`src/rtl/folded_threshold_eval_if.sv`:
```
// Handshake bundle between a vector producer, the folded threshold
// evaluator and the decision consumer. The master side drives vectors
// and the consumer ready; the slave side (the evaluator) returns the
// producer ready and the decision.
interface folded_threshold_eval_if #(
  parameter int N = 9
);
  localparam int CNT_W = $clog2(N + 1);

  logic             in_valid;
  logic             in_ready;
  logic [N-1:0]     in_vec;
  logic             thr_mode;
  logic [CNT_W-1:0] thr;
  logic             out_valid;
  logic             out_ready;
  logic             y;
  logic [CNT_W-1:0] count;

  modport master (
    output in_valid, in_vec, thr_mode, thr, out_ready,
    input  in_ready, out_valid, y, count
  );

  modport slave (
    input  in_valid, in_vec, thr_mode, thr, out_ready,
    output in_ready, out_valid, y, count
  );
endinterface

```
`src/rtl/folded_threshold_eval.sv`:
```
// Folded threshold evaluator: accepts an N-bit vector, counts its ones
// FOLD_W bits per cycle over P = ceil(N/FOLD_W) cycles, then presents the
// popcount and the decision (count >= effective threshold) until the
// consumer takes it. Threshold is either strict majority or programmable.
module folded_threshold_eval #(
  parameter int N      = 9,
  parameter int FOLD_W = 3
) (
  input  logic                  clk,
  input  logic                  rst_n,
  folded_threshold_eval_if.slave bus
);

  localparam int CNT_W  = $clog2(N + 1);
  localparam int P      = (N + FOLD_W - 1) / FOLD_W;
  localparam int BEAT_W = (P > 1) ? $clog2(P) : 1;
  // Strict majority: more than half of the N inputs.
  localparam logic [CNT_W-1:0] MAJ_THR = CNT_W'(N / 2 + 1);

  typedef enum logic [1:0] {
    S_IDLE  = 2'd0,
    S_ACCUM = 2'd1,
    S_DONE  = 2'd2
  } state_t;

  // Ones in the low FOLD_W bits of the shift register. The result never
  // exceeds FOLD_W <= N, so it fits the count width.
  function automatic logic [CNT_W-1:0] chunk_popcount(input logic [FOLD_W-1:0] chunk);
    logic [CNT_W-1:0] sum;
    sum = '0;
    for (int i = 0; i < FOLD_W; i++) begin
      sum = sum + CNT_W'(chunk[i]);
    end
    return sum;
  endfunction

  state_t           r_state;
  state_t           w_state_next;
  logic [N-1:0]     r_shift;
  logic [CNT_W-1:0] r_acc;
  logic [BEAT_W-1:0] r_beat;
  logic [CNT_W-1:0] r_thr_eff;
  logic [CNT_W-1:0] r_count;
  logic             r_y;
  logic             r_out_valid;

  logic             w_in_ready;
  logic             w_accept;
  logic             w_last_beat;
  logic [CNT_W-1:0] w_acc_next;

  // A new vector may enter when idle, or when the pending result leaves
  // in this same cycle; in_valid deliberately plays no part.
  assign w_in_ready  = (r_state == S_IDLE) || ((r_state == S_DONE) && bus.out_ready);
  assign w_accept    = bus.in_valid && w_in_ready;
  assign w_last_beat = (r_beat == BEAT_W'(P - 1));
  // The shift register zero-fills, so a partial last chunk adds nothing
  // beyond the real vector bits.
  assign w_acc_next  = r_acc + chunk_popcount(r_shift[FOLD_W-1:0]);

  assign bus.in_ready  = w_in_ready;
  assign bus.out_valid = r_out_valid;
  assign bus.y         = r_y;
  assign bus.count     = r_count;

  // State register.
  always_ff @(posedge clk or negedge rst_n) begin
    if (!rst_n) begin
      r_state <= S_IDLE;
    end else begin
      r_state <= w_state_next;
    end
  end

  // Next-state selection: accept -> accumulate P beats -> hold result.
  always_comb begin
    w_state_next = r_state;
    case (r_state)
      S_IDLE: begin
        if (w_accept) begin
          w_state_next = S_ACCUM;
        end
      end
      S_ACCUM: begin
        if (w_last_beat) begin
          w_state_next = S_DONE;
        end
      end
      S_DONE: begin
        if (bus.out_ready) begin
          w_state_next = w_accept ? S_ACCUM : S_IDLE;
        end
      end
      default: begin
        w_state_next = S_IDLE;
      end
    endcase
  end

  // Fold datapath: load on accept, then count and shift one chunk per beat.
  always_ff @(posedge clk or negedge rst_n) begin
    if (!rst_n) begin
      r_shift   <= '0;
      r_acc     <= '0;
      r_beat    <= '0;
      r_thr_eff <= '0;
    end else if (w_accept) begin
      r_shift   <= bus.in_vec;
      r_acc     <= '0;
      r_beat    <= '0;
      r_thr_eff <= bus.thr_mode ? bus.thr : MAJ_THR;
    end else if (r_state == S_ACCUM) begin
      r_shift   <= r_shift >> FOLD_W;
      r_acc     <= w_acc_next;
      r_beat    <= r_beat + BEAT_W'(1);
    end
  end

  // Result registers: capture on the final beat, hold until transferred.
  always_ff @(posedge clk or negedge rst_n) begin
    if (!rst_n) begin
      r_count     <= '0;
      r_y         <= 1'b0;
      r_out_valid <= 1'b0;
    end else if ((r_state == S_ACCUM) && w_last_beat) begin
      r_count     <= w_acc_next;
      r_y         <= (w_acc_next >= r_thr_eff);
      r_out_valid <= 1'b1;
    end else if ((r_state == S_DONE) && bus.out_ready) begin
      r_out_valid <= 1'b0;
    end
  end

endmodule
```
`src/flat_wrapper.sv`:
```
// flat-port wrapper written by rule: the top's interface ports become plain ports
module folded_threshold_eval_flat 
#(
  parameter int N      = 9,
  parameter int FOLD_W = 3
)
  (clk, rst_n, bus_in_valid, bus_in_vec, bus_thr_mode, bus_thr, bus_out_ready, bus_in_ready, bus_out_valid, bus_y, bus_count);
  folded_threshold_eval_if #(.N(N)) bus_i ();
  input  logic clk;
  input  logic rst_n;
  input wire logic [$bits(bus_i.in_valid)-1:0] bus_in_valid;
  input wire logic [$bits(bus_i.in_vec)-1:0] bus_in_vec;
  input wire logic [$bits(bus_i.thr_mode)-1:0] bus_thr_mode;
  input wire logic [$bits(bus_i.thr)-1:0] bus_thr;
  input wire logic [$bits(bus_i.out_ready)-1:0] bus_out_ready;
  output wire logic [$bits(bus_i.in_ready)-1:0] bus_in_ready;
  output wire logic [$bits(bus_i.out_valid)-1:0] bus_out_valid;
  output wire logic [$bits(bus_i.y)-1:0] bus_y;
  output wire logic [$bits(bus_i.count)-1:0] bus_count;
  assign bus_i.in_valid = bus_in_valid;
  assign bus_i.in_vec = bus_in_vec;
  assign bus_i.thr_mode = bus_thr_mode;
  assign bus_i.thr = bus_thr;
  assign bus_i.out_ready = bus_out_ready;
  assign bus_in_ready = bus_i.in_ready;
  assign bus_out_valid = bus_i.out_valid;
  assign bus_y = bus_i.y;
  assign bus_count = bus_i.count;
  folded_threshold_eval #(.N(N), .FOLD_W(FOLD_W)) u_core (.clk(clk), .rst_n(rst_n), .bus(bus_i));
endmodule
```
`config.mk`:
```
export PLATFORM = sky130hd
export DESIGN_NAME = folded_threshold_eval_flat
export DESIGN_NICKNAME = d
export VERILOG_FILES = /design/src/rtl/folded_threshold_eval_if.sv /design/src/rtl/folded_threshold_eval.sv /design/src/flat_wrapper.sv
export SDC_FILE = /design/constraint.sdc
export NUM_CORES = 1
export LEC_CHECK = 0
export ABC_AREA = 1
export ABC_CLOCK_PERIOD_IN_PS = 2000
export BUFFER_PORTS_ARGS = -buffer_cell sky130_fd_sc_hd__buf_2
export CORE_MARGIN = 2
export CORE_UTILIZATION = 35
export DETAILED_ROUTE_END_ITERATION = 7
export GPL_ROUTABILITY_DRIVEN = 0
export MAX_ROUTING_LAYER = met4
export PLACE_DENSITY_LB_ADDON = 0.1
export SLEW_MARGIN = 20
export SYNTH_ARGS = -nofsm -noshare
export SYNTH_HDL_FRONTEND = slang
export SYNTH_SLANG_ARGS = --single-unit
```
`constraint.sdc`:
```
create_clock -name clk -period 2 [get_ports clk]
set_input_delay 0.4 -clock clk [delete_from_list [all_inputs] [get_ports clk]]
set_output_delay 0.4 -clock clk [all_outputs]
set_load 0.02 [all_outputs]
```
== Word-level counts from Yosys, hierarchy flattened ==
Cells that the tools add are included.
Word-level totals
  register bits after elaboration: 27
  bits of input ports: 18
  output and inout port bits: 7
  word-level logic and storage cells: 41
Operators by class
  add/subtract/negate cells: 4
  magnitude comparators: 1
  equal/unequal tests: 6
  muxes and demuxes: 14
  reduce and logical (&&, ||, !) cells: 8
Operator list (number)
  9-bit two-way mux: 2
  4-bit two-way mux: 3
  2-bit two-way mux: 5
  2-bit one-hot mux with 3 select lines: 1
  4-bit by 1-bit adder with 4-bit output: 1
  4-bit adder: 1
  2-bit equality test, second input constant: 2
  4-bit greater-or-equal comparator: 1
  2-bit by 1-bit != test with 1-bit output, second input constant: 2
  2-bit nonzero test: 2
  1-bit logical AND: 3
  1-bit two-way mux: 3
  3-bit AND reduction: 1
  1-bit by 1-bit adder with 2-bit output: 1
  2-bit by 1-bit adder with 2-bit output, second input constant: 1
  2-bit by 1-bit equality test with 1-bit output, second input constant: 1
  2-bit zero test: 1
  2-bit != test, second input constant: 1
  1-bit logical OR: 1

== Depth between registers and ports, before layout ==
Gate-level depths: netlist of run 1.
  depth in word-level cells: 7
  mapped depth: 11
  depth with buffers taken out: 11

== Worst setup path after synthesis of run 1 ==
Ideal clock, no wire load.
  kind: reg2reg
  start point: register u_core.r_shift[0]
  end point: register u_core.r_y, in the netlist u_core.bus.y
  setup time: 0.118 ns
  data arrival time: 2.007 ns
  required time: 1.882 ns
  setup slack: -0.125 ns
  stages on the path, launching flop included: 11
  buffers on the path: 0
  period minus slack after synthesis: 2.125 ns
  path through: dfrtp_1 ha_1 fa_1 inv_1 fa_1 inv_1 ha_1 nand2_1 nand2_1 nand2_1 a21oi_2
Between the ends
  cells in the longest elaborated chain, start to end: 4
RTL lines
  from (decl): line folded_threshold_eval.sv:39  | logic [N-1:0] r_shift;
  from (signal assigned): line folded_threshold_eval.sv:108  | r_shift <= bus.in_vec;
  from (signal assigned): line folded_threshold_eval.sv:113  | r_shift <= r_shift >> FOLD_W;
  1-bit by 1-bit adder with 2-bit output: line folded_threshold_eval.sv:32  | sum = sum + CNT_W'(chunk[i]);
  4-bit by 1-bit adder with 4-bit output: line folded_threshold_eval.sv:32
  4-bit adder: line folded_threshold_eval.sv:59  | assign w_acc_next = r_acc + chunk_popcount(r_shift[FOLD_W-1:0]);
  named net u_core.w_acc_next[1]: line folded_threshold_eval.sv:50  | logic [CNT_W-1:0] w_acc_next;
  4-bit greater-or-equal comparator: line folded_threshold_eval.sv:127  | r_y <= (w_acc_next >= r_thr_eff);
  to (signal assigned): line folded_threshold_eval.sv:127
  to (decl): line folded_threshold_eval.sv:44  | logic r_y;
The timed path passes the listed nets, and every way through them passes these cells.
A chain may end at the register's enable or synchronous reset.

== Worst setup path after layout of run 1 ==
  start point: register u_core.r_shift[1]
  end point: register u_core.r_y, in the netlist u_core.bus.y
The elaborated chain is that of the path after synthesis.

==> impl_metrics.py, run 1 <==
metrics = {
    "route": {
        "wirelength_um": 2553,
        "drt_iter0_drc": 39,
        "drt-vias-per-instance": 4.421,
        "drc": 0,
        "antenna_left": 0,
        "drt-wirelength-per-cell_um": 10.64,
        "via_count": 1061,
        "drt_first_pass_iters": 4,
    },
    "setup_path": {
        "cp_max_fo": 2,
        "worstSetupPathType": "flip-flop to flip-flop",
        "cp.arrival_ns": 2.27,
        "r2r-start": "u_core.r_shift[1]",
        "cpMostUsedCell": "nand2_1",
        "worst_path_largest_cell_delay_ns": 0.42,
        "required_ns": 2.17,
        "r2r_setup_slack_ns": -0.1,
        "r2r_cells": 10,
        "worstSetupStartpointType": "flip-flop",
        "cp_top_family": "adder cells",
        "crit_path_end_kind": "flip-flop",
        "slowest_stage": "dfrtp_1",
        "crit_chain": "ha_4, fa_2, inv_2, fa_1, inv_1, ha_1, nand2_1, nand2_1, nand2_1, a21oi_2",
        "crit_buf_inv": 2,
        "r2r_end": "u_core.bus.y",
    },
    "pwr": {
        "clkPwrFrac_pct": 11.0,
        "p_sw_uw": 1200,
        "irDropWorstVdd_mv": 0.6294,
        "internal_power_uw": 1591,
        "power_frac_comb_pct": 55.0,
        "p_leak_uw": 0.0009038,
        "switching_share_pct": 43.01,
        "p_per_area_nw_per_um2": 1690,
        "power_frac_seq_pct": 34.0,
    },
    "grt": {
        "grt_max_degree": 28,
        "grt_pass1_vias": 950,
        "grt_antenna_before_repair": 0,
        "grt_pass1_wl_um": 4326,
        "grtUsageTotal_pct": 13.25,
        "grt-ovfl-total": 0,
    },
    "yosys": {
        "netlist_top_cells_count": "43 x nand2_1, 27 x dfrtp_1, 23 x nand3_1, 21 x inv_1, 9 x o21ai_0",
        "synth_area_leader_cell": "dfrtp_1",
        "synth_flop_cell": "dfrtp_1",
        "synth_edf_count": 0,
        "ys_top_cells_by_area": "dfrtp_1 49%, nand2_1 12%, nand3_1 8.3%",
        "yosys_register_bits": 27,
        "synthesis.nets": 188,
        "yosysUniqueCellTypes": 24,
        "yosys.cell_count.top_type": "nand2_1",
        "synth_top_area_share_pct": 48.69,
        "synthesis.instances": 161,
        "async_reset_ff_share_pct": 100.0,
        "syn_area_um2": 1388,
        "avgSynthCellArea_um2": 8.619,
        "yosysSeqAreaShare_pct": 48.69,
        "synth_warnings": 0,
    },
    "min_path": {
        "hold_path.class": "primary input to async pin",
    },
    "timing": {
        "slew_violations": 0,
        "min_period_ns": 2.099,
        "fmax_ghz": 0.4764,
        "relSlewSlack_pct": 57.96,
        "finalHoldViolCount": 0,
        "setup_viol": 1,
        "worst_pin_slew_ns": 0.6306,
        "finalCritPeriodShare_pct": 105.0,
        "setup_slack_ns": -0.09913,
        "clock_skew_ns": 0.002678,
        "rsz0062_at_grt": "yes",
    },
    "final_layout": {
        "final_cells": 240,
        "n_antenna_cell": 0,
        "syn_to_final_growth_pct": 19.03,
        "layout.nets": 220,
        "fill_cells": 400,
        "drive_above_1_share_pct": 25.52,
        "multi_input_area_um2": 596.8,
        "regArea_um2": 675.6,
    },
    "cts": {
        "ctsHoldBuffers": 0,
        "cts_tree": "built",
        "clkTransAtPathRegs_ns": 0.09,
        "clockRootBuffer": "clkbuf_8",
        "cts_buffers": 3,
        "ctsLongestPathBuffers": 2,
        "cts.sinks": 27,
        "worst_skew_pair.late_latency_ns": 0.27,
        "htree_num_levels": 1,
    },
    "placement": {
        "port_buffers": 24,
        "post-place-ws_ns": -0.1691,
        "dp_cells": 235,
        "dp_hpwl_um": 1826,
    },
    "die": {
        "die_h_um": 66.97,
        "die_area_um2": 4484,
        "core_area_um2": 3744,
        "die_w_um": 66.97,
        "rows": 22,
        "start_util_pct": 37.07,
        "io-pin-count": 25,
    },
    "run_status": {
        "violations": "setup timing",
        "outcome": "complete, but fails checks",
    },
    "run": {
        "maxCapViolCount": 0,
    },
}
==> registers in the layout, indices dropped and copies added (netlist names) <==
register,cells
u_core.bus.out_valid,1
u_core.r_beat,2
u_core.r_thr_eff,4
u_core.r_state,2
u_core.r_shift,9
u_core.bus.y,1
u_core.bus.count,4
u_core.r_acc,4
==> placed cells by master, fill, tap and decap left out <==
| cell type | n |
|---|---|
| fa_2 | 1 |
| buf_2 | 24 |
| a21oi_2 | 1 |
| nor3_1 | 1 |
| inv_1 | 20 |
| fa_1 | 1 |
| nand2_2 | 2 |
| o22ai_1 | 1 |
| nand3_1 | 23 |
| clkbuf_1 | 1 |
| nand2_4 | 1 |
| and2_1 | 1 |
| o31ai_1 | 1 |
| nor2_2 | 1 |
| inv_2 | 5 |
| nand3b_1 | 1 |
| xnor2_2 | 1 |
| clkbuf_8 | 3 |
| o21ai_1 | 2 |
| dfrtp_1 | 27 |
| nor2_1 | 5 |
| a21oi_1 | 1 |
| ha_1 | 6 |
| ha_4 | 1 |
| nor2_4 | 1 |
| nand2_1 | 43 |
| buf_4 | 8 |
| o21ai_0 | 9 |
==> worst reg2reg max path, cell delays in order, from the launching register on <==
cell and delay [ns]:
dfrtp_1 0.42, ha_4 0.25, fa_2 0.37, inv_2 0.06, fa_1 0.41, inv_1 0.07
ha_1 0.21, nand2_1 0.07, nand2_1 0.04, nand2_1 0.06, a21oi_2 0.05
==> power groups by stage <==
stage | logic [µW] | clock network, µW | registers [µW]
final | 1540 | 308 | 949
after floorplan | 1050 | 0 | 992
after global routing | 1810 | 348 | 978
after detailed placement | 1530 | 0 | 952
after CTS | 1550 | 327 | 942
after global placement | 1500 | 0 | 943
==> area by class of cell <==
class	count	share of cell area (%)
sequential	27	40.91
multi-input combinational	104	36.14
timing repair buffer	32	10.91
inverter	25	5.682
tap	48	3.636
clock buffer	4	2.727
==> worst max-delay path by stage <==
stage / startpoint / end / slack (ns) / depth (start not counted)
6_report: u_core.r_shift[1] / u_core.bus.y / -0.1 / 10
5_1_grt: u_core.r_shift[1] / u_core.bus.y / -0.22 / 10
4_1_cts: u_core.r_shift[1] / u_core.bus.y / -0.16 / 10
3_5_place_dp: u_core.r_shift[0] / u_core.bus.y / -0.17 / 10
3_3_place_gp: u_core.r_shift[0] / u_core.bus.y / -0.12 / 10
2_1_floorplan: u_core.r_shift[1] / u_core.bus.y / -0.09 / 10
==> per-stage QoR <==
step	hold slack, ns	utilization [%]	power (µW)	setup TNS [ns]	instance area [µm²]
5_1_grt	0.1725	44.12	3137	-0.2173	1652
3_5_place_dp	0.4579	42.18	2480	-0.1691	1579
3_3_place_gp	0.4503	42.18	2440	-0.1225	1579
6_report	0.1377	44.12	2791	-0.09913	1652
2_1_floorplan	0.1044	-	2046	-0.09176	1390
4_1_cts	0.1524	43.58	2815	-0.1550	1632
==> cell families (layout without fill, tap and decap cells) <==
group,count (synthesis),after routing,synth area share (%)
xor gates and xnor gates,1,1,0.6313
buffers and inverters,30,61,9.919
AOI/OAI and AO/OA,15,15,5.951
and+or+nand+nor,79,79,25.61
DFF,27,27,48.69
adders and majority gates,9,9,9.197
==> per-layer routing <==
layer,track usage [%],share of wire (%),up-vias
met5,-,0,-
met4,3.061,0.47,0
met3,3.547,4.0,2
met2,21.75,46,22
met1,16.38,50,468
li1,-,-,569
==> what timing repair did <==
item,4_1_cts,5_1_grt
hold endpoints to repair,0,0
setup endpoints to repair,1,2
setup buffers,0,1
resized for setup,1,1
pin swaps,0,3
No activity file was read; power rests on OpenSTA's default activity.
==> run 2: changes to the inputs <==
Settings changed: REMOVE_ABC_BUFFERS set to 1.
==> impl_metrics.py, run 2 (synthesis results as in run 1) <==
metrics = {
    "setup_path": {
        "worst_path_largest_cell_delay_ns": 0.41,
        "worstSetupStartpointType": "flip-flop",
        "cp_max_fo": 2,
        "worstSetupPathType": "flip-flop to flip-flop",
        "slowest_stage": "fa_1",
        "crit_chain": "ha_1, fa_2, inv_2, fa_1, inv_1, ha_1, nand2_1, nand2_1, nand2_1, a21oi_2",
        "cpMostUsedCell": "nand2_1",
        "cp.arrival_ns": 2.32,
        "crit_path_end_kind": "flip-flop",
        "required_ns": 2.17,
    },
    "route": {
        "drt-vias-per-instance": 4.431,
        "drt-wirelength-per-cell_um": 10.87,
        "antenna_left": 0,
        "wl_met2_um": 1179,
        "wl_met3_um": 95,
        "drt_first_pass_iters": 4,
        "via_count": 1059,
        "top_layer": "met4",
        "routedLengthMet1_um": 1309,
        "drt_iter0_drc": 34,
        "wirelength_um": 2598,
        "drc": 0,
    },
    "timing": {
        "fmax_ghz": 0.4645,
        "finalCritPeriodShare_pct": 107.6,
        "setup_slack_ns": -0.1528,
        "slew_violations": 0,
        "clock_skew_ns": 0.007646,
        "setup_viol": 1,
        "worst_pin_slew_ns": 0.6093,
        "relSlewSlack_pct": 59.38,
        "finalHoldViolCount": 0,
        "rsz0062_at_grt": "yes",
        "setup_tns_ns": -0.1528,
        "min_period_ns": 2.153,
    },
    "die": {
        "rows": 22,
        "core_area_um2": 3744,
        "die_area_um2": 4484,
        "start_util_pct": 37.07,
        "io-pin-count": 25,
        "die_w_um": 66.97,
        "die_h_um": 66.97,
    },
    "pwr": {
        "p_leak_uw": 0.0008988,
        "irDropWorstVdd_mv": 0.6576,
        "total_power_uw": 2786,
        "p_per_area_nw_per_um2": 1699,
    },
    "min_path": {
        "hold_path.class": "primary input to async pin",
    },
    "cts": {
        "htree_num_levels": 1,
        "ctsHoldBuffers": 0,
        "cts_buffers": 3,
        "cts_tree": "built",
        "clockRootBuffer": "clkbuf_8",
        "clkTransAtPathRegs_ns": 0.10,
        "worst_skew_pair.late_latency_ns": 0.28,
        "cts.sinks": 27,
        "ctsLongestPathBuffers": 2,
    },
    "grt": {
        "grt_pass1_wl_um": 4595,
        "grt_max_degree": 28,
        "grt-ovfl-total": 0,
        "grt_antenna_before_repair": 0,
        "grtUsageTotal_pct": 13.79,
        "grt_pass1_vias": 1035,
    },
    "placement": {
        "port_buffers": 24,
        "post-place-ws_ns": -0.1753,
        "dp_cells": 234,
        "detailed_place.area_um2": 1569,
        "dp_hpwl_um": 1916,
    },
    "final_layout": {
        "n_antenna_cell": 0,
        "fill_cells": 399,
        "multi_input_area_um2": 589.3,
        "layout.nets": 219,
        "largest_reg_flops": 9,
        "final_common_cell": "nand2_1",
        "regArea_um2": 675.6,
        "drive_above_1_share_pct": 25.65,
        "syn_to_final_growth_pct": 18.21,
        "final_cells": 239,
        "largest-register": "u_core.r_shift",
        "fin_area_um2": 1640,
        "layout_common_cells": "43 x nand2_1, 27 x dfrtp_1, 24 x buf_2",
    },
    "run_status": {
        "outcome": "complete, but fails checks",
        "violations": "setup timing",
    },
    "run": {
        "maxCapViolCount": 0,
    },
}
==> run 2: critical path, delay by kind of cell (launching register included) <==
kind	cells	cell delay, ns
buf+inv	2	0.13
compound gates	1	0.05
fa+ha+maj	4	1.30
flops	1	0.40
simple gates	3	0.16
==> run 2: cell type report <==
class / instances / area share (%)
Inverter: 25 / 5.721
Multi-Input combinational cell: 104 / 35.93
Sequential cell: 27 / 41.19
Tap cell: 48 / 3.661
Clock buffer: 3 / 2.517
Clock inverter: 1 / 0.4577
Timing Repair Buffer: 31 / 10.53
==> run 2: worst paths after layout <==
path                                           from                  end  slack, ns  cells after the start
worst min register to register  u_core.bus.count[2]  u_core.bus.count[2]       0.48                      2
worst max-delay path              u_core.r_shift[1]         u_core.bus.y      -0.15                     10
worst min-delay path                          rst_n  u_core.bus.count[1]       0.12                      1
min in group clk                      bus_in_vec[7]    u_core.r_shift[7]       0.31                      3
worst max register to register    u_core.r_shift[1]         u_core.bus.y      -0.15                     10
max in group asynchronous                     rst_n    u_core.r_shift[2]       1.48                      1
==> run 2: repair_timing <==
item | in CTS | in global routing
gates resized for setup | 3 | 1
endpoints found under the setup margin | 1 | 1
pin swaps | 1 | 1
setup buffers | 0 | 1
==> run 2: metal layers <==
layer / track usage (%) / up-vias
li1: - / 569
met1: 17.92 / 470
met2: 22.13 / 18
met3: 2.534 / 2
met4: 3.827 / 0
met5: - / -
==> run 2: stage by stage <==
| step | utilization [%] | hold WS, ns |
|---|---|---|
| after floorplan | - | 0.1044 |
| after global placement | 41.91 | 0.4450 |
| after detailed placement | 41.91 | 0.4586 |
| after CTS | 43.48 | 0.1484 |
| after global routing | 43.82 | 0.1568 |
| final | 43.82 | 0.1194 |
==> run 2: report_power, final <==
group | internal, µW | switching (µW)
Sequential | 795 | 146
Combinational | 639 | 883
Clock | 142 | 182
